$ cat config.mk
export PLATFORM = sky130hd
export DESIGN_NAME = sec_alert_monitor
export DESIGN_NICKNAME = d
export VERILOG_FILES = /design/src/rtl/sec_mon_pkg.sv /design/src/rtl/sec_alert_fifo.sv /design/src/rtl/sec_alert_monitor.sv
export SDC_FILE = /design/constraint.sdc
export NUM_CORES = 1
export LEC_CHECK = 0
export CORE_MARGIN = 4
export CORE_UTILIZATION = 40
export DETAILED_ROUTE_END_ITERATION = 8
export PLACE_DENSITY = 0.68
export SETUP_SLACK_MARGIN = 0.5
export SYNTH_ARGS = -nofsm -noshare
export SYNTH_HDL_FRONTEND = slang
export SYNTH_SLANG_ARGS = --single-unit
$ cat constraint.sdc
create_clock -name clock -period 7.64 [get_ports clock]
set_input_delay 0.764 -clock clock [delete_from_list [all_inputs] [get_ports clock]]
set_output_delay 0.764 -clock clock [all_outputs]
set_load 0.005 [all_outputs]
$ cat src/rtl/sec_mon_pkg.sv
// Shared types for the taint alert monitor: alert log record, FSM state, saturating add.
// Latency: n/a (types and a combinational helper only).
// Backpressure: n/a.
package sec_mon_pkg;

    // Record fields are sized for the largest supported configuration
    // (NUM_CH up to 8, ROB index and yrot up to 16 bits each).
    localparam int REC_CH_W   = 4;
    localparam int REC_ROB_W  = 16;
    localparam int REC_YROT_W = 16;

    typedef struct packed {
        logic [REC_CH_W-1:0]   ch;
        logic [REC_ROB_W-1:0]  rob_idx;
        logic [REC_YROT_W-1:0] yrot;
    } alert_rec_t;

    typedef enum logic {
        MONITOR = 1'b0,
        LOCKED  = 1'b1
    } mon_state_t;

    // a + b clamped to the all-ones value of a w-bit counter (w < 64).
    function automatic logic [63:0] sat_add(input logic [63:0] a,
                                            input logic [63:0] b,
                                            input int unsigned w);
        logic [63:0] max_v;
        logic [64:0] sum;
        max_v = (64'd1 << w) - 64'd1;
        sum   = {1'b0, a} + {1'b0, b};
        if (sum > {1'b0, max_v}) begin
            return max_v;
        end
        return sum[63:0];
    endfunction

endpackage

$ cat src/rtl/sec_alert_fifo.sv
// Synchronous FIFO with flush; write-to-read latency 1 cycle (no empty bypass).
// Latency: pushed word visible at the head on the cycle after the push.
// Backpressure: push ignored when full unless a pop happens the same cycle (pop-then-push).
module sec_alert_fifo #(
    parameter int WIDTH = 8,
    parameter int DEPTH = 4,
    localparam int PTR_W = $clog2(DEPTH),
    localparam int OCC_W = PTR_W + 1
) (
    input  logic             clock,
    input  logic             reset_n,
    input  logic             push,
    input  logic [WIDTH-1:0] push_dat,
    input  logic             pop,
    input  logic             flush,
    output logic [WIDTH-1:0] pop_dat,
    output logic             full,
    output logic             empty,
    output logic [OCC_W-1:0] count
);

    logic [WIDTH-1:0] mem_q [DEPTH];
    logic [WIDTH-1:0] mem_d [DEPTH];
    logic [PTR_W-1:0] wr_ptr_q, wr_ptr_d;
    logic [PTR_W-1:0] rd_ptr_q, rd_ptr_d;
    logic [OCC_W-1:0] count_q, count_d;
    logic             do_pop;
    logic             do_push;

    assign full    = (count_q == OCC_W'(DEPTH));
    assign empty   = (count_q == '0);
    assign count   = count_q;
    assign pop_dat = mem_q[rd_ptr_q];

    // Next pointers/occupancy; a pop frees the slot a same-cycle push may then use.
    always_comb begin
        do_pop   = pop & ~empty;
        do_push  = push & (~full | do_pop);
        mem_d    = mem_q;
        wr_ptr_d = wr_ptr_q;
        rd_ptr_d = rd_ptr_q;
        count_d  = count_q;
        if (flush) begin
            wr_ptr_d = '0;
            rd_ptr_d = '0;
            count_d  = '0;
        end else begin
            if (do_push) begin
                mem_d[wr_ptr_q] = push_dat;
                wr_ptr_d        = wr_ptr_q + PTR_W'(1);
            end
            if (do_pop) begin
                rd_ptr_d = rd_ptr_q + PTR_W'(1);
            end
            count_d = count_q + OCC_W'(do_push) - OCC_W'(do_pop);
        end
    end

    // Storage, pointer and occupancy registers.
    always_ff @(posedge clock or negedge reset_n) begin
        if (!reset_n) begin
            for (int i = 0; i < DEPTH; i++) begin
                mem_q[i] <= '0;
            end
            wr_ptr_q <= '0;
            rd_ptr_q <= '0;
            count_q  <= '0;
        end else begin
            mem_q    <= mem_d;
            wr_ptr_q <= wr_ptr_d;
            rd_ptr_q <= rd_ptr_d;
            count_q  <= count_d;
        end
    end

endmodule

$ cat src/rtl/sec_alert_monitor.sv
// Taint monitor over N exec-unit request ports: registered abort info, alert log, stats, lockdown.
// Latency: abort/alert outputs 1 cycle after the request; log record visible 1 cycle after the hit.
// Backpressure: log drained by log_valid/log_ready; records that find no room are counted as drops.
module sec_alert_monitor
    import sec_mon_pkg::*;
#(
    parameter int NUM_CH     = 2,
    parameter int ROB_IDX_W  = 6,
    parameter int YROT_W     = 6,
    parameter int FIFO_DEPTH = 4,
    parameter int CNT_W      = 16,
    localparam int LOG_CH_W  = $clog2(NUM_CH) + 1
) (
    input  logic                          clock,
    input  logic                          reset_n,
    input  logic [NUM_CH-1:0]             ch_valid,
    input  logic [NUM_CH-1:0]             ch_taint,
    input  logic [NUM_CH-1:0]             ch_is_br,
    input  logic [NUM_CH-1:0]             ch_is_jal,
    input  logic [NUM_CH-1:0]             ch_is_jalr,
    input  logic [NUM_CH*ROB_IDX_W-1:0]   ch_rob_idx,
    input  logic [NUM_CH*YROT_W-1:0]      ch_yrot,
    input  logic                          cfg_enable,
    input  logic [2:0]                    cfg_type_en,
    input  logic [CNT_W-1:0]              cfg_threshold,
    input  logic                          flush,
    input  logic                          lock_clr,
    output logic                          alert_valid,
    output logic [NUM_CH-1:0]             alert_mask,
    output logic [NUM_CH-1:0]             abort_valid,
    output logic [NUM_CH*ROB_IDX_W-1:0]   abort_rob_idx,
    output logic [NUM_CH*YROT_W-1:0]      abort_yrot,
    output logic                          log_valid,
    input  logic                          log_ready,
    output logic [LOG_CH_W-1:0]           log_ch,
    output logic [ROB_IDX_W-1:0]          log_rob_idx,
    output logic [YROT_W-1:0]             log_yrot,
    output logic                          log_overflow,
    output logic [CNT_W-1:0]              alert_cnt,
    output logic [CNT_W-1:0]              drop_cnt,
    output logic                          locked
);

    localparam int HIT_W = 4;  // holds a hit count up to 8 channels plus one FIFO loss
    localparam int REC_W = $bits(alert_rec_t);
    localparam int OCC_W = $clog2(FIFO_DEPTH) + 1;

    logic [NUM_CH-1:0]           hit;
    logic [NUM_CH-1:0]           hit_eff;
    logic [HIT_W-1:0]            n_hits;
    logic [HIT_W-1:0]            lost;
    alert_rec_t                  enq_rec;
    alert_rec_t                  head_rec;
    logic                        log_push;
    logic                        log_pop;
    logic                        push_lost;
    logic [REC_W-1:0]            fifo_pop_dat;
    logic                        fifo_full;
    logic                        fifo_empty;
    logic [OCC_W-1:0]            fifo_count;
    logic                        unused_fifo_bits;

    logic                        alert_valid_q, alert_valid_d;
    logic [NUM_CH-1:0]           alert_mask_q, alert_mask_d;
    logic [NUM_CH*ROB_IDX_W-1:0] abort_rob_q, abort_rob_d;
    logic [NUM_CH*YROT_W-1:0]    abort_yrot_q, abort_yrot_d;
    logic [CNT_W-1:0]            alert_cnt_q, alert_cnt_d;
    logic [CNT_W-1:0]            drop_cnt_q, drop_cnt_d;
    logic                        log_overflow_q, log_overflow_d;
    mon_state_t                  state_q, state_d;

    // Per-channel hit: enabled, valid, tainted and of an enabled control-flow class.
    always_comb begin
        hit = '0;
        for (int i = 0; i < NUM_CH; i++) begin
            hit[i] = cfg_enable & ch_valid[i] & ch_taint[i] &
                     (|({ch_is_jalr[i], ch_is_jal[i], ch_is_br[i]} & cfg_type_en));
        end
        hit_eff = flush ? '0 : hit;
    end

    // Hit count and lowest-index hit selection for the single log slot per cycle.
    always_comb begin
        n_hits  = '0;
        enq_rec = '0;
        for (int i = NUM_CH - 1; i >= 0; i--) begin
            n_hits = n_hits + HIT_W'(hit_eff[i]);
            if (hit_eff[i]) begin
                enq_rec.ch      = REC_CH_W'(i);
                enq_rec.rob_idx = REC_ROB_W'(ch_rob_idx[i*ROB_IDX_W +: ROB_IDX_W]);
                enq_rec.yrot    = REC_YROT_W'(ch_yrot[i*YROT_W +: YROT_W]);
            end
        end
    end

    // Log enqueue/dequeue and loss accounting: extra hits lose, and a full FIFO without a pop loses.
    always_comb begin
        log_push  = |hit_eff;
        log_pop   = log_ready & ~fifo_empty;
        push_lost = log_push & fifo_full & ~log_pop;
        lost      = ((n_hits == '0) ? '0 : (n_hits - HIT_W'(1))) + HIT_W'(push_lost);
    end

    sec_alert_fifo #(
        .WIDTH (REC_W),
        .DEPTH (FIFO_DEPTH)
    ) u_fifo (
        .clock    (clock),
        .reset_n  (reset_n),
        .push     (log_push),
        .push_dat (enq_rec),
        .pop      (log_pop),
        .flush    (flush),
        .pop_dat  (fifo_pop_dat),
        .full     (fifo_full),
        .empty    (fifo_empty),
        .count    (fifo_count)
    );

    assign head_rec         = alert_rec_t'(fifo_pop_dat);
    assign unused_fifo_bits = ^{fifo_pop_dat, fifo_count};
    assign log_valid        = ~fifo_empty;
    assign log_ch           = log_valid ? head_rec.ch[LOG_CH_W-1:0]       : '0;
    assign log_rob_idx      = log_valid ? head_rec.rob_idx[ROB_IDX_W-1:0] : '0;
    assign log_yrot         = log_valid ? head_rec.yrot[YROT_W-1:0]       : '0;

    // Abort info for the ROB: fields of alerting channels, zero elsewhere; flush kills it.
    always_comb begin
        alert_mask_d  = hit_eff;
        alert_valid_d = |hit_eff;
        abort_rob_d   = '0;
        abort_yrot_d  = '0;
        for (int i = 0; i < NUM_CH; i++) begin
            if (hit_eff[i]) begin
                abort_rob_d[i*ROB_IDX_W +: ROB_IDX_W] = ch_rob_idx[i*ROB_IDX_W +: ROB_IDX_W];
                abort_yrot_d[i*YROT_W +: YROT_W]      = ch_yrot[i*YROT_W +: YROT_W];
            end
        end
    end

    // Statistics: lock_clr zeroes first, so same-cycle hits and losses count from zero.
    always_comb begin
        alert_cnt_d    = CNT_W'(sat_add(64'(lock_clr ? '0 : alert_cnt_q), 64'(n_hits), CNT_W));
        drop_cnt_d     = CNT_W'(sat_add(64'(lock_clr ? '0 : drop_cnt_q), 64'(lost), CNT_W));
        log_overflow_d = (lock_clr ? 1'b0 : log_overflow_q) | (lost != '0);
    end

    // Lockdown FSM: trips on the updated alert count, leaves only on lock_clr.
    always_comb begin
        state_d = state_q;
        case (state_q)
            MONITOR: begin
                if ((cfg_threshold != '0) && (alert_cnt_d >= cfg_threshold)) begin
                    state_d = LOCKED;
                end
            end
            LOCKED: begin
                if (lock_clr) begin
                    state_d = MONITOR;
                end
            end
            default: state_d = MONITOR;
        endcase
    end

    // Output, statistics and FSM state registers.
    always_ff @(posedge clock or negedge reset_n) begin
        if (!reset_n) begin
            alert_valid_q  <= 1'b0;
            alert_mask_q   <= '0;
            abort_rob_q    <= '0;
            abort_yrot_q   <= '0;
            alert_cnt_q    <= '0;
            drop_cnt_q     <= '0;
            log_overflow_q <= 1'b0;
            state_q        <= MONITOR;
        end else begin
            alert_valid_q  <= alert_valid_d;
            alert_mask_q   <= alert_mask_d;
            abort_rob_q    <= abort_rob_d;
            abort_yrot_q   <= abort_yrot_d;
            alert_cnt_q    <= alert_cnt_d;
            drop_cnt_q     <= drop_cnt_d;
            log_overflow_q <= log_overflow_d;
            state_q        <= state_d;
        end
    end

    assign alert_valid   = alert_valid_q;
    assign alert_mask    = alert_mask_q;
    assign abort_valid   = alert_mask_q;
    assign abort_rob_idx = abort_rob_q;
    assign abort_yrot    = abort_yrot_q;
    assign alert_cnt     = alert_cnt_q;
    assign drop_cnt      = drop_cnt_q;
    assign log_overflow  = log_overflow_q;
    assign locked        = (state_q == LOCKED);

endmodule

==> reports/metrics.csv, run 1 <==
metric,value,unit
synth_fp_nets,673,
cts.sinks,120,
antenna_found_initial,1,
critPathMaxFanout,15,
synth_warnings,0,
insertion_delay,420,ps
cts_buffers,17,
drt_iter0_drc,309,
drc,0,
grt-ovfl-total,0,
clockBufferDepth,2,
pwr_density_cell,202.3,nW/um2
drt_wl_total,16070,um
gp_congestion,0.8533,
num_vias,4844,
syn_area,6379,um2
ctsHoldBuffers,0,
seq_area_frac_synth,47.08,%
synth-main-ff-cell,dfrtp_1,
crit_family,simple AND/OR/NAND/NOR gates,
die_height,134.3,um
hold_path_class,input pin to asynchronous set/reset pin,
grt_start_max_net_pins,64,
grt_usage,18.41,%
clock.fmax,195.5,MHz
dpl.hpwl,11820,um
clock-root-buffer,clkbuf_16,
synth_xor_xnor_area_share,2.883,%
cp_common_cell,ha_1,
initial_core_util,41.35,%
synthAdderAreaFrac,7.022,%
ioPinCount,137,
cap_violations,0,
synthMuxAreaShare,9.259,%
synth.ff_latch_count,120,
relSlewSlack,36.42,%
grt_pass1_wl,26190,um
max_stage_delay,730,ps
rows,45,
cts_tree,yes,
status,"complete, no violations",
tightest_slew,953.6,ps
hold_viol,0,
crit_buf_inv,2,
via_per_inst,5.181,
synth.avg_cell_area,11.00,um2
critPathSlowestCell,or4_1,
slew_viol_final,0,
nets,803,
cts_setup_buffers,0,
final_antenna_net_count,0,
synth_simple_gate_area_share,20.69,%
synthCells,580,
irDropWorstVdd,0.1712,mV
synth_edf_count,0,
total_power,1.710,mW
ys_types,55,
first_pass_iters,5,
die_area,18030,um2
leakage,3.704,nW
clk_pin_slew_worst_paths,60,ps
die_w,134.3,um
setup_viol,0,
syn2layout_area_growth,32.48,%
fin_util,54.78,%
finalWorstSetupSlack,2524,ps
wl_per_cell,17.19,um
async_flop_share,100.0,%
grt_pass1_vias,5100,
skew,7.730,ps
crit_type,input pin to flip-flop,
h-tree-depth,4,
period_share,66.97,%
synth_top_family_by_area,simple AND/OR/NAND/NOR gates,
crit_required,7930,ps
crit_chain,"clkdlybuf4s50_1, nor2b_1, nand4b_4, inv_1, ha_1, fa_1, nand3b_1, or4_1, nand2b_1, ha_1, o211ai_1, a21oi_1, o41ai_1, a211oi_1",
core,15430,um2
post-place-ws,2035,ps
layout-drive-gt1-share,11.34,%
synth_compound_area_share,8.297,%
cts_resized,0,
rsz0062_at_grt,no,
worst_setup_path_end_kind,flip-flop,
arrival,5410,ps
io_buffers,135,
finalSetupTns,0,ps
startpoint_type,input pin,
period_needed,5116,ps
[flip-flops by register name, summed over array words and instances, names as in the netlist]
signal / count
drop_cnt: 16
u_fifo.count: 3
log_overflow: 1
u_fifo.wr_ptr_q: 2
abort_valid: 2
abort_yrot: 12
locked: 1
alert_cnt: 16
alert_valid: 1
u_fifo.rd_ptr_q: 2
u_fifo.mem_q: 52
abort_rob_idx: 12
[report_power, final]
part / leakage, nW / total, mW / internal, mW / switching [mW]
Clock: 0.281 / 0.807 / 0.495 / 0.312
Sequential: 1.67 / 0.690 / 0.654 / 0.0362
Combinational: 1.75 / 0.212 / 0.115 / 0.0971
[cells by family after synthesis]
family	count (synthesis)
fa+ha+maj	34
compound gates	94
other cells	1
flops	120
mux	31
simple gates	216
xor+xnor	21
buf+inv	63
[metal layers]
metal  GRT usage, %  share of wire [%]  vias to the layer above
met5              0                  0                        -
met4          6.844                1.3                        0
met3          3.863                4.1                       20
met2          30.67                 51                      126
met1          23.71                 44                     2403
li1               -                  -                     2295
[worst reg2reg max path, stage by stage, from the launching register on]
cell and delay, ps:
dfrtp_1 410, or4b_1 690, nor2_1 220, ha_1 180, ha_1 160, inv_1 70, fa_1 440, nor2b_1 230
nor4_4 390, nand3_1 440, o311ai_0 220
[stage by stage]
stage          std cells  hold slack [ps]  area, um2
3_3_place_gp         902            455.9       7849
4_1_cts              934            422.0       8448
6_report             935            386.5       8451
5_1_grt              935            453.5       8451
3_5_place_dp         902            469.4       7849
2_1_floorplan        580            444.6       6379
[layout make-up]
class                      instances  area (um2)
antenna                            1       2.502
clock buffer                      18       439.2
clock inverter                    14       160.2
fill                            1350        6977
inverter                          36       135.1
multi-input combinational        397        3075
sequential                       120        3003
tap                              211       264.0
timing repair buffer             138        1371
[final timing paths]
| check | start | end | slack [ps] | cells after the start |
|---|---|---|---|---|
| worst max-delay path | flush | locked | 2520 | 14 |
| worst min-delay path | reset_n | u_fifo.mem_q[128] | 390 | 1 |
| worst max register to register | u_fifo.count[1] | drop_cnt[3] | 4080 | 10 |
| worst min register to register | u_fifo.mem_q[4] | u_fifo.mem_q[4] | 480 | 2 |
| max in group asynchronous | reset_n | drop_cnt[2] | 5930 | 2 |
| min in group clock | u_fifo.mem_q[4] | u_fifo.mem_q[4] | 480 | 2 |
[layout by cell type (no fill, tap or decap), types with 6 or more instances in the layout]
| master | count |
|---|---|
| clkbuf_16 | 17 |
| nor4_1 | 8 |
| nor2b_1 | 16 |
| ha_1 | 31 |
| nor2_1 | 16 |
| nand3_1 | 11 |
| o21ai_0 | 38 |
| nor3_1 | 10 |
| inv_1 | 36 |
| nand2_1 | 69 |
| dfrtp_1 | 120 |
| a21oi_1 | 10 |
| xnor2_1 | 17 |
| mux4_2 | 13 |
| and2_1 | 28 |
| clkdlybuf4s50_1 | 134 |
| nor3b_2 | 9 |
| nand2b_1 | 7 |
| nand4_1 | 6 |
| inv_6 | 7 |
| o21ai_1 | 27 |
| mux2i_4 | 9 |
[Yosys cell counts (2+ instances only)]
cell type	instances	share of area, %
a211oi_1	3	0.35
a21oi_1	10	0.78
a222oi_1	2	0.31
a31oi_1	4	0.39
and2_1	28	2.7
and3_1	4	0.39
buf_2	11	0.86
buf_4	9	1.1
clkbuf_1	5	0.29
dfrtp_1	120	47
fa_1	3	0.94
ha_1	31	6.1
inv_1	36	2.1
mux2_2	4	0.71
mux2i_1	5	0.78
mux2i_4	9	3.2
mux4_2	13	4.6
nand2_1	69	4.1
nand2b_1	7	0.69
nand3_1	11	0.86
nand3_2	5	0.78
nand3b_1	3	0.35
nand4_1	6	0.59
nand4b_1	3	0.41
nand4b_4	2	0.75
nor2_1	16	0.94
nor2b_1	16	1.6
nor3_1	10	0.78
nor3b_1	4	0.47
nor3b_2	9	1.8
nor4_1	8	0.78
nor4_4	4	1.3
nor4b_1	4	0.55
o21ai_0	38	3.0
o21ai_1	27	2.1
or3_1	3	0.29
xnor2_1	17	2.3
xor2_1	4	0.55
No activity file was read; power rests on OpenSTA's default activity.
==> run 2, diff against run 1 <==
- PLACE_DENSITY: 0.68 -> 0.71
- clock period: 7.64 -> 4.2 ns (I/O delays scaled with it)
==> run 2 against run 1 <==
Effect of this change:
- critical path depth up 5
- total power up 83%
- sequential share of layout area down 1.2 points
- clock power up 85%
- setup slack worse by 1900 ps
- sequential power up 83%
- non-clock buffer count up 18
- cell area up 3.6%
- global-route usage up 0.13 points
- critical path type unchanged
- worst hold slack worse by 250 ps
- critical endpoint unchanged
==> reports/metrics.csv, run 2 (synthesis results as in run 1) <==
metric,value,unit
status,"complete, no violations",
rsz0062_at_grt,no,
regMostFlops,u_fifo.mem_q,
period_share,86.11,%
cts_buffers,17,
via_per_inst,5.173,
fin_util,56.74,%
io_buffers,135,
wl_per_cell,16.97,um
crit_required,4480,ps
initial_core_util,41.35,%
layout-drive-gt1-share,16.19,%
rows,45,
rr_startpoint,u_fifo.count[1],
die_height,134.3,um
final_common_cell,clkdlybuf4s50_1,
worstReg2RegEnd,drop_cnt[14],
skew,7.256,ps
drt_wl_total,16160,um
dpl.hpwl,11790,um
clock.fmax,276.5,MHz
tightest_slew,929.8,ps
crit_type,input pin to flip-flop,
switching_share,24.02,%
hold_path_class,input pin to asynchronous set/reset pin,
irDropWorstVdd,0.2550,mV
core,15430,um2
largest_reg_flops,52,
worst_setup_path_end_kind,flip-flop,
comb_power_share,12.4,%
setup_viol,0,
die_w,134.3,um
cts.sinks,120,
leakage,3.833,nW
die_area,18030,um2
pwr-share-seq,40.0,%
final_antenna_net_count,0,
power.switching,752.8,uW
holdWs,141.3,ps
cts_tree,yes,
diodes,0,
grt_start_max_net_pins,75,
num_vias,4925,
antenna_found_initial,2,
clockBufferDepth,2,
clk_pin_slew_worst_paths,50,ps
finalSetupTns,0,ps
ioPinCount,137,
period_needed,3617,ps
syn2layout_area_growth,37.23,%
arrival,3900,ps
grt_usage,18.54,%
grt-ovfl-total,0,
reg2regPathDepth,11,
grt_pass1_vias,5265,
insertion_delay,410,ps
critPathMaxFanout,5,
final_cell_mix,"clkdlybuf4s50_1 (132), dfrtp_1 (120), nand2_1 (68)",
grt_pass1_wl,26590,um
cap_violations,0,
hold_viol,0,
nets,821,
drc,0,
h-tree-depth,4,
clock-root-buffer,clkbuf_16,
relSlewSlack,38.01,%
pwr_density_cell,358.1,nW/um2
startpoint_type,input pin,
first_pass_iters,4,
drt_iter0_drc,216,
gp_congestion,0.8818,
internal_power,2.381,mW
r2r_slack,950,ps
clkPwrFrac,47.5,%
slew_viol_final,0,
[run 2: changes by cell type in the layout (fill, tap and decap cells not counted), sizes merged]
| cell | delta |
|---|---|
| dlymetal6s2s | +2 |
| bufinv | +1 |
| clkinvlp | +1 |
| inv | -7 |
| clkbuf | +3 |
| clkinv | +2 |
| clkdlybuf4s50 | -2 |
| buf | +18 |
| diode | -1 |
[run 2: metrics by stage]
stage	power (mW)	std cells	area, um2	setup WS, ps
2_1_floorplan	1.486	580	6417	515.3
5_1_grt	3.284	952	8753	414.4
4_1_cts	3.170	944	8578	500.3
6_report	3.134	952	8753	583.5
3_3_place_gp	1.658	912	7956	135.0
3_5_place_dp	1.669	912	7956	32.59
[run 2: critical path, cell delays in order]
cell	delay, ps
clkdlybuf4s50_1	400
a222oi_1	310
buf_4	180
nor2_4	50
ha_4	240
inv_4	60
ha_4	130
fa_2	220
nand3b_1	150
buf_6	170
nor4_4	380
buf_4	190
nor3b_1	50
nor3_2	200
ha_1	290
o21ai_1	110
o21ai_2	110
nor3_2	140
a211oi_2	90
[run 2: cell type report]
cell class | instances | area (um2)
repair buffers | 156 | 1515
well taps | 211 | 264.0
flip-flops and latches | 120 | 3003
clock buffers | 21 | 470.5
clock inverters | 11 | 146.4
inverters | 36 | 137.6
multi-input cells | 397 | 3217
fillers | 1305 | 6674
[run 2: how the worst max path moves through the flow]
stage                   start           to  cells after the start
2_1_floorplan  cfg_type_en[0]       locked                     15
3_5_place_dp   cfg_type_en[0]  drop_cnt[3]                     13
3_3_place_gp   cfg_type_en[0]  drop_cnt[3]                     13
6_report          ch_is_br[1]       locked                     19
4_1_cts            cfg_enable       locked                     15
5_1_grt           ch_is_br[0]       locked                     17
[run 2: metal layers]
layer  wire [um]  vias to the layer above  GRT usage (%)
met4         319                        4          6.787
met2        7813                      150          30.11
met1        7015                     2412          23.72
li1            -                     2324              -
met3         980                       35          5.289
met5          27                        -              0
[run 2: repair_timing]
| item | in CTS | in global routing |
|---|---|---|
| endpoints found under the setup margin | 1 | 4 |
| pin swaps | 0 | 17 |
| buffers inserted | 0 | 8 |
| hold buffers | 0 | 0 |
| gates resized for setup | 1 | 26 |
[run 2: power by group through the flow]
stage	Clock, mW	Combinational (mW)	Sequential [mW]
final	1.49	0.389	1.26
after global routing	1.58	0.438	1.27
after CTS	1.52	0.393	1.26
after detailed placement	0	0.392	1.28
after global placement	0	0.384	1.27
after floorplan	0	0.257	1.23
==> run 3, diff against run 2 <==
- CTS_CLUSTER_DIAMETER: default -> 30
- PLACE_DENSITY: 0.71 -> 0.74
==> run 3 against run 2 <==
Effect of this change:
- via count rose by 2.2%
- total power rose by 0.97%
- largest power group unchanged
- worst hold slack improved by 340 ps
- first-iteration DRC count rose by 15%
- routed wire length rose by 2.6%
==> reports/metrics.csv, run 3 (synthesis results as in run 1) <==
metric,value,unit
drt_wl_total,16570,um
finalSetupTns,0,ps
multi_input_area,3286,um2
drt_iter0_drc,248,
relSlewSlack,38.77,%
finalWorstSetupSlack,602.1,ps
globalRouteMet3Util,4.951,%
period_needed,3598,ps
via_per_inst,5.286,
cts_tree,yes,
cp_common_cell,ha_4,
insertion_delay,410,ps
clock-root-buffer,clkbuf_16,
grtUsageMet2,30.78,%
worstSetupPathDepth,17,
die_area,18030,um2
clockBufferDepth,2,
io_buffers,135,
drc,0,
die_height,134.3,um
syn2layout_area_growth,38.70,%
reg2regPathDepth,10,
crit_start,ch_valid[1],
diodes,0,
clock.fmax,277.9,MHz
slew_viol_final,0,
wl_per_cell,17.41,um
cap_violations,0,
cts.sinks,120,
total_power,3.165,mW
rsz0062_at_grt,no,
grtUsageMet1,24.71,%
die_w,134.3,um
crit_type,input pin to flip-flop,
initial_core_util,41.35,%
clk_pin_slew_worst_paths,50,ps
irDropWorstVdd,0.2983,mV
skew,6.660,ps
final_common_cell,clkdlybuf4s50_1,
final_cell_mix,"clkdlybuf4s50_1 (123), dfrtp_1 (120), nand2_1 (68)",
dpl.hpwl,12020,um
crit_family,simple AND/OR/NAND/NOR gates,
largest_reg_flops,52,
num_vias,5032,
worstHoldPathCells,2,
tightest_slew,918.4,ps
critPathMaxFanout,5,
crit_chain,"clkdlybuf4s50_1, nand4b_4, nor2_4, ha_4, inv_2, ha_4, fa_2, nand3b_1, buf_4, nor4_4, nand2_1, a32oi_2, ha_4, a21oi_4, nand3_1, a21oi_2, a211oi_2",
grt_pass1_vias,5246,
crit_required,4480,ps
leakage,3.945,nW
first_pass_iters,5,
antenna_found_initial,1,
seqCellArea,3003,um2
startpoint_type,input pin,
grt_pass1_wl,26940,um
gp_congestion,0.8832,
grt-ovfl-total,0,
critPathSlowestCell,clkdlybuf4s50_1,
grt_usage,18.82,%
fin_util,57.35,%
final_antenna_net_count,0,
nets,822,
pwr_density_cell,357.7,nW/um2
fillCellCount,1276,
holdWs,477.4,ps
arrival,3880,ps
final_cells,952,
ioPinCount,137,
hold_viol,0,
dpl_cell_area,7949,um2
stdcell_area,8847,um2
post-place-ws,-19.64,ps
rr_startpoint,u_fifo.count[1],
h-tree-depth,4,
period_share,85.66,%
rows,45,
min_from,u_fifo.mem_q[88],
status,"complete, no violations",
grt_start_max_net_pins,48,
setup_viol,0,
regMostFlops,u_fifo.mem_q,
core,15430,um2
place_inst,911,
max_stage_delay,500,ps
gr-max-usage-layer,met2,
worst_setup_path_end_kind,flip-flop,
cts_buffers,17,
hold_path_class,flip-flop to flip-flop,
layout-drive-gt1-share,17.27,%
crit_buf_inv,3,
==> run 3: changes by cell type in the layout (fill, tap and decap cells not counted), sizes merged <==
cell / change
bufinv: +1
clkbuf: +1
clkdlybuf4s50: -9
clkinv: +1
clkinvlp: -4
dlygate4sd3: +1
dlymetal6s2s: +9
==> run 3: cell type report <==
| class | count | area share, % |
|---|---|---|
| Multi-Input combinational cell | 397 | 37.14 |
| Sequential cell | 120 | 33.94 |
| Timing Repair Buffer | 157 | 17.49 |
| Clock buffer | 22 | 5.247 |
| Tap cell | 211 | 2.984 |
| Clock inverter | 9 | 1.669 |
| Inverter | 36 | 1.527 |
==> run 3: worst min-delay path, stage by stage, from the launching register on <==
cell	delay [ps]
dfrtp_1	340
nand2_1	40
o21ai_0	60
==> run 3: final timing paths <==
path / to / slack [ps]
setup / recovery: locked / 600
hold / removal: u_fifo.mem_q[88] / 480
setup reg to reg: drop_cnt[3] / 850
hold reg to reg: u_fifo.mem_q[88] / 480
max in group asynchronous: drop_cnt[7] / 2680
min in group asynchronous: u_fifo.mem_q[75] / 520
==> run 3: routing by layer <==
metal  wire length (um)  vias to the layer above  share of wire (%)
met4                196                        2                1.2
li1                   -                     2334                  -
met2               8183                      163                 49
met5                 13                        -              0.078
met1               7153                     2515                 43
met3               1023                       18                6.2
==> run 3: timing repair <==
action,in CTS,in global routing
hold buffers,1,0
hold endpoints to repair,39,0
setup endpoints to repair,6,15
buffers inserted,0,9
pin swaps,0,22
gates resized for setup,2,47
==> run 3: report_power, final <==
part	leakage (nW)	switching (mW)	total [mW]	internal [mW]
registers	1.67	0.0631	1.25	1.19
clock network	0.300	0.495	1.51	1.02
logic	1.98	0.184	0.401	0.217
total	3.95	0.742	3.16	2.42
==> RTL change 1, RTL diff (flow settings as in run 2) <==
Register the output `drop_cnt` once more, with the module's reset; this adds one clock of latency there. The other outputs are not delayed to match.
--- a/src/rtl/sec_alert_monitor.sv
+++ b/src/rtl/sec_alert_monitor.sv
@@ -192,7 +192,13 @@
     assign abort_rob_idx = abort_rob_q;
     assign abort_yrot    = abort_yrot_q;
     assign alert_cnt     = alert_cnt_q;
-    assign drop_cnt      = drop_cnt_q;
+    always_ff @(posedge clock or negedge reset_n) begin
+        if (!reset_n) begin
+            drop_cnt <= '0;
+        end else begin
+            drop_cnt <= drop_cnt_q;
+        end
+    end
     assign log_overflow  = log_overflow_q;
     assign locked        = (state_q == LOCKED);
 
Behaviour: not the same (Yosys sat finds a counterexample within 4 cycles, from zero or initial values and one cycle with reset_n low).
==> RTL change 1 against run 2 <==
  * Power is 7.1% higher
  * Largest power group unchanged
  * Final cell count is 2.5% higher
  * Routed wire length is 3.4% higher
  * Die area is 3.3% higher
  * Cell area is 3.4% higher
  * Sequential power is 12% higher
  * Core utilization is 0.39 points lower
  * Count of clock-buffer cells in the layout is 3 lower
  * Worst setup slack worse by 0.039 ns
  * Sequential cell count is 16 higher
  * Area after synthesis is 3.5% higher
  * Global-route usage is 0.21 points lower
==> RTL change 1: results (changes against run 2) <==
Lkg Pwr=4.204 nW (was 3.833 nW); syn avg cell area=10.97 um2 (was 11.00 um2); sequential area share after synthesis=51.53% (was 47.08%); Critical Path AT=3.94 ns (was 3.90 ns); CP max-delay cell=nor4_4 (was clkdlybuf4s50_1); vias in the first global route=5280 (was 5265); via count=5074 (was 4925); dpl cells=939 (was 912); Largest Register=u_fifo.mem_q (unchanged); dpl hpwl=12040 um (was 11790 um); Commonest cells post-synth=136 x dfrtp_1, 68 x nand2_1, 63 x o21ai_0, 35 x inv_1, 31 x ha_1 (was 120 x dfrtp_1, 69 x nand2_1, 38 x o21ai_0, 36 x inv_1, 31 x ha_1); Top Family by Delay on Critical Path=compound AO/OA/AOI/OAI gates (was buffers and inverters); DP Worst Slack=-0.03684 ns (was 0.03259 ns); Worst VDD drop=280.6 uV (was 255.0 uV); largest net degree at the start of global routing=108 (was 75); share of layout cells above drive strength 1=13.29% (was 16.19%); Vias/cell=5.199 (was 5.173); Max FO, Critical Path=6 (was 5); CTS H-tree depth=4 (unchanged); # diodes=0 (unchanged); # fillers=1274 (was 1305); gr usage total=18.34% (was 18.54%); Initial DRC Count=253 (was 216); count of cell types in the netlist=53 (was 55); Setup TNS=0 ns (unchanged); Placed Area=8247 um2 (was 7956 um2); placer congestion estimate=0.8540 (was 0.8818); reg-to-reg endpoint=drop_cnt_q[14] (was drop_cnt[14]); headroom to the max-slew limit=36.42% (was 38.01%); Synth area leaders=dfrtp_1 52%, ha_1 5.9%, o21ai_0 4.8% (was dfrtp_1 47%, ha_1 6.1%, mux4_2 4.6%); nets=840 (was 821); initial antenna violation count=0 (was 2); worst hold path class=primary input to asynchronous set/reset pin (unchanged); status=finished, final reports clean (unchanged); WL final=16700 um (was 16160 um); WHS=0.09341 ns (was 0.1413 ns); clock skew=0.008259 ns (was 0.007256 ns); Slowest Stage Delay on Critical Path=0.45 ns (was 0.40 ns); Syn Nets=695 (was 673); IO Port Bufs=135 (unchanged); reg2reg start=u_fifo.count[1] (unchanged); first-pass GRT wire length=26550 um (was 26590 um)
[RTL change 1: what timing repair did]
item                       in CTS  in global routing
setup endpoints to repair       1                 15
pin swaps                       1                 14
cloned                          0                  0
resized for setup               2                 26
buffers inserted                0                  5
[RTL change 1: metal layers]
metal  track usage [%]  vias to the layer above  wire length (um)
met1             22.62                     2517              6884
li1                  -                     2374                 -
met4             6.215                        0               303
met2             31.33                      156              8624
met5                 0                        -                 0
met3             4.743                       27               889
[RTL change 1: kinds of logic after synthesis]
group,count (synthesis),share of synthesized area (%)
AOI/OAI and AO/OA,96,8.318
and+or+nand+nor,222,19.42
xor gates and xnor gates,20,2.653
buffers and inverters,63,4.149
DFF,136,51.53
muxes,30,7.086
adders and majority gates,34,6.783
other,1,0.05679
[RTL change 1: cell type report]
type	instances	area (um2)	area share (%)
Clock buffer	18	429.2	4.743
Clock inverter	14	183.9	2.033
Inverter	35	133.9	1.480
Multi-Input combinational cell	403	3112	34.39
Sequential cell	136	3403	37.61
Tap cell	216	270.3	2.987
Timing Repair Buffer	154	1516	16.76
[RTL change 1: how the worst max path moves through the flow]
stage,depth (start not counted),slack (ns),to,from
3_3_place_gp,18,0.10,locked,cfg_type_en[0]
6_report,17,0.54,locked,ch_is_jalr[1]
2_1_floorplan,16,0.47,locked,cfg_type_en[0]
3_5_place_dp,16,-0.04,locked,ch_is_br[0]
5_1_grt,16,0.46,locked,cfg_enable
4_1_cts,13,0.52,drop_cnt_q[3],ch_is_br[0]
[RTL change 1: power breakdown]
part / switching (mW) / total (mW) / internal, mW / leakage [nW]
logic: 0.185 / 0.400 / 0.214 / 2.01
clock network: 0.598 / 1.55 / 0.950 / 0.299
registers: 0.0651 / 1.41 / 1.34 / 1.89
==> RTL change 2, RTL diff (settings of run 2) <==
Made on the original files. The parameter `CNT_W` goes from 16 to 24.
--- a/src/rtl/sec_alert_monitor.sv
+++ b/src/rtl/sec_alert_monitor.sv
@@ -8,7 +8,7 @@
     parameter int ROB_IDX_W  = 6,
     parameter int YROT_W     = 6,
     parameter int FIFO_DEPTH = 4,
-    parameter int CNT_W      = 16,
+    parameter int CNT_W      = 24,
     localparam int LOG_CH_W  = $clog2(NUM_CH) + 1
 ) (
     input  logic                          clock,
Ports: changed (resized alert_cnt, cfg_threshold and drop_cnt); port bits go from 137 to 161. The function was not compared with the original's and may differ.
==> RTL change 2 against run 2 <==
  * Routed wire length up 20%
  * Global-route usage grew 1.2 points
  * Sequential cell count increased by 16
  * Via count up 19%
  * Highest routed layer is now met4
  * Power rose by 1.5%
  * Cell area grew 16%
  * Area after synthesis up 13%
  * Worst setup slack worse by 0.10 ns
==> RTL change 2: results (changes against run 2) <==
status=finished, final reports clean (unchanged); Seq cells post-synth=136 (was 120); number of clock buffers in the layout=19 (was 21); nonclk inv count=43 (was 36); fraction of area in multi-input gates=36.11% (was 36.75%); # fillers=1507 (was 1305); count of cell types in the netlist=60 (was 55); Lkg Pwr=4.690 nW (was 3.833 nW); largest net degree at the start of global routing=114 (was 75); Switch Pwr=0.8460 mW (was 0.7528 mW); via count=5883 (was 4925); Data buffer area share=20.78% (was 17.31%); Top Family by Delay on Critical Path=compound AO/OA/AOI/OAI gates (was buffers and inverters); Final Power=3.181 mW (was 3.134 mW); compound-cell area share of the yosys netlist=10.16% (was 8.297%); fraction of area in registers=33.42% (was 34.31%); pin slew with the least headroom to its limit=1.048 ns (was 0.9298 ns); dpl hpwl=13870 um (was 11790 um); P_clk=1.38 mW (was 1.49 mW); first-pass GRT wire length=31710 um (was 26590 um); sequential area share after synthesis=47.39% (was 47.08%); XOR/XNOR Fraction of Synth Area=4.878% (was 2.883%); Syn Nets=798 (was 673); Synth area leaders=dfrtp_1 47%, ha_1 6.8%, o21ai_0 4.9% (was dfrtp_1 47%, ha_1 6.1%, mux4_2 4.6%); initial antenna violation count=0 (was 2); IO Port Bufs=159 (was 135); gr usage total=19.74% (was 18.54%); max FFs per register=52 (unchanged); nets=1012 (was 821); Initial DRC Count=268 (was 216); Worst VDD drop=290.7 uV (was 255.0 uV); Synth top area share=47.39% (was 47.08%); Commonest cells post-synth=136 x dfrtp_1, 89 x nand2_1, 71 x o21ai_0, 43 x inv_1, 41 x and2_1 (was 120 x dfrtp_1, 69 x nand2_1, 38 x o21ai_0, 36 x inv_1, 31 x ha_1); multi-input logic cell count=480 (was 397); Post-Synth Adder-Cell Area=7.631% (was 7.022%); Max FO, Critical Path=8 (was 5); fraction of area in clock buffers and inverters=5.320% (was 7.047%); placer congestion estimate=0.8787 (was 0.8818); clock skew=0.006574 ns (was 0.007256 ns); vias in the first global route=6105 (was 5265); Slowest Stage Delay on Critical Path=0.48 ns (was 0.40 ns)
-- RTL change 2: changes by cell type after synthesis, sizes merged, moves of 8 or more --
cell,delta
nand2,+20
dfrtp,+16
o21ai,+14
and2,+13
mux2i,-13
xor2,+13
clkbuf,+12
nor3b,-12
a21oi,+10
nand4,+10
buf,-8
ha,+8
-- RTL change 2: per-layer routing --
metal | vias up | global-route usage [%] | routed length, um
met5 | - | 0 | 0
met4 | 0 | 4.747 | 165
met3 | 16 | 5.040 | 1007
met2 | 141 | 33.44 | 9937
met1 | 2906 | 25.52 | 8322
li1 | 2820 | - | -
-- RTL change 2: stage by stage --
stage | worst slack (ns) | std cells | area (um2) | utilization [%] | TNS, ns
after CTS | 0.5067 | 1138 | 10110 | 58.03 | 0
final | 0.4812 | 1141 | 10180 | 58.47 | 0
after floorplan | 0.1421 | 689 | 7248 | - | 0
after detailed placement | -0.4045 | 1094 | 9318 | 53.50 | -3.648
after global routing | 0.2462 | 1141 | 10180 | 58.47 | 0
after global placement | -0.2890 | 1094 | 9318 | 53.50 | -3.472
-- RTL change 2: repair_timing --
action / in CTS / in global routing
setup endpoints to repair: 25 / 25
resized for setup: 42 / 11
gates cloned: 1 / 0
buffers inserted: 11 / 3
pin swaps: 22 / 4
-- RTL change 2: final timing paths --
kind	depth (start not counted)	start	end	slack [ns]
hold / removal	1	reset_n	u_fifo.mem_q[76]	0.14
setup / recovery	17	cfg_enable	locked	0.48
min in group clock	3	flush	u_fifo.count[2]	0.47
setup reg to reg	12	alert_cnt[1]	locked	0.95
hold reg to reg	2	u_fifo.mem_q[73]	u_fifo.mem_q[73]	0.48
max in group asynchronous	2	reset_n	u_fifo.mem_q[104]	3.07
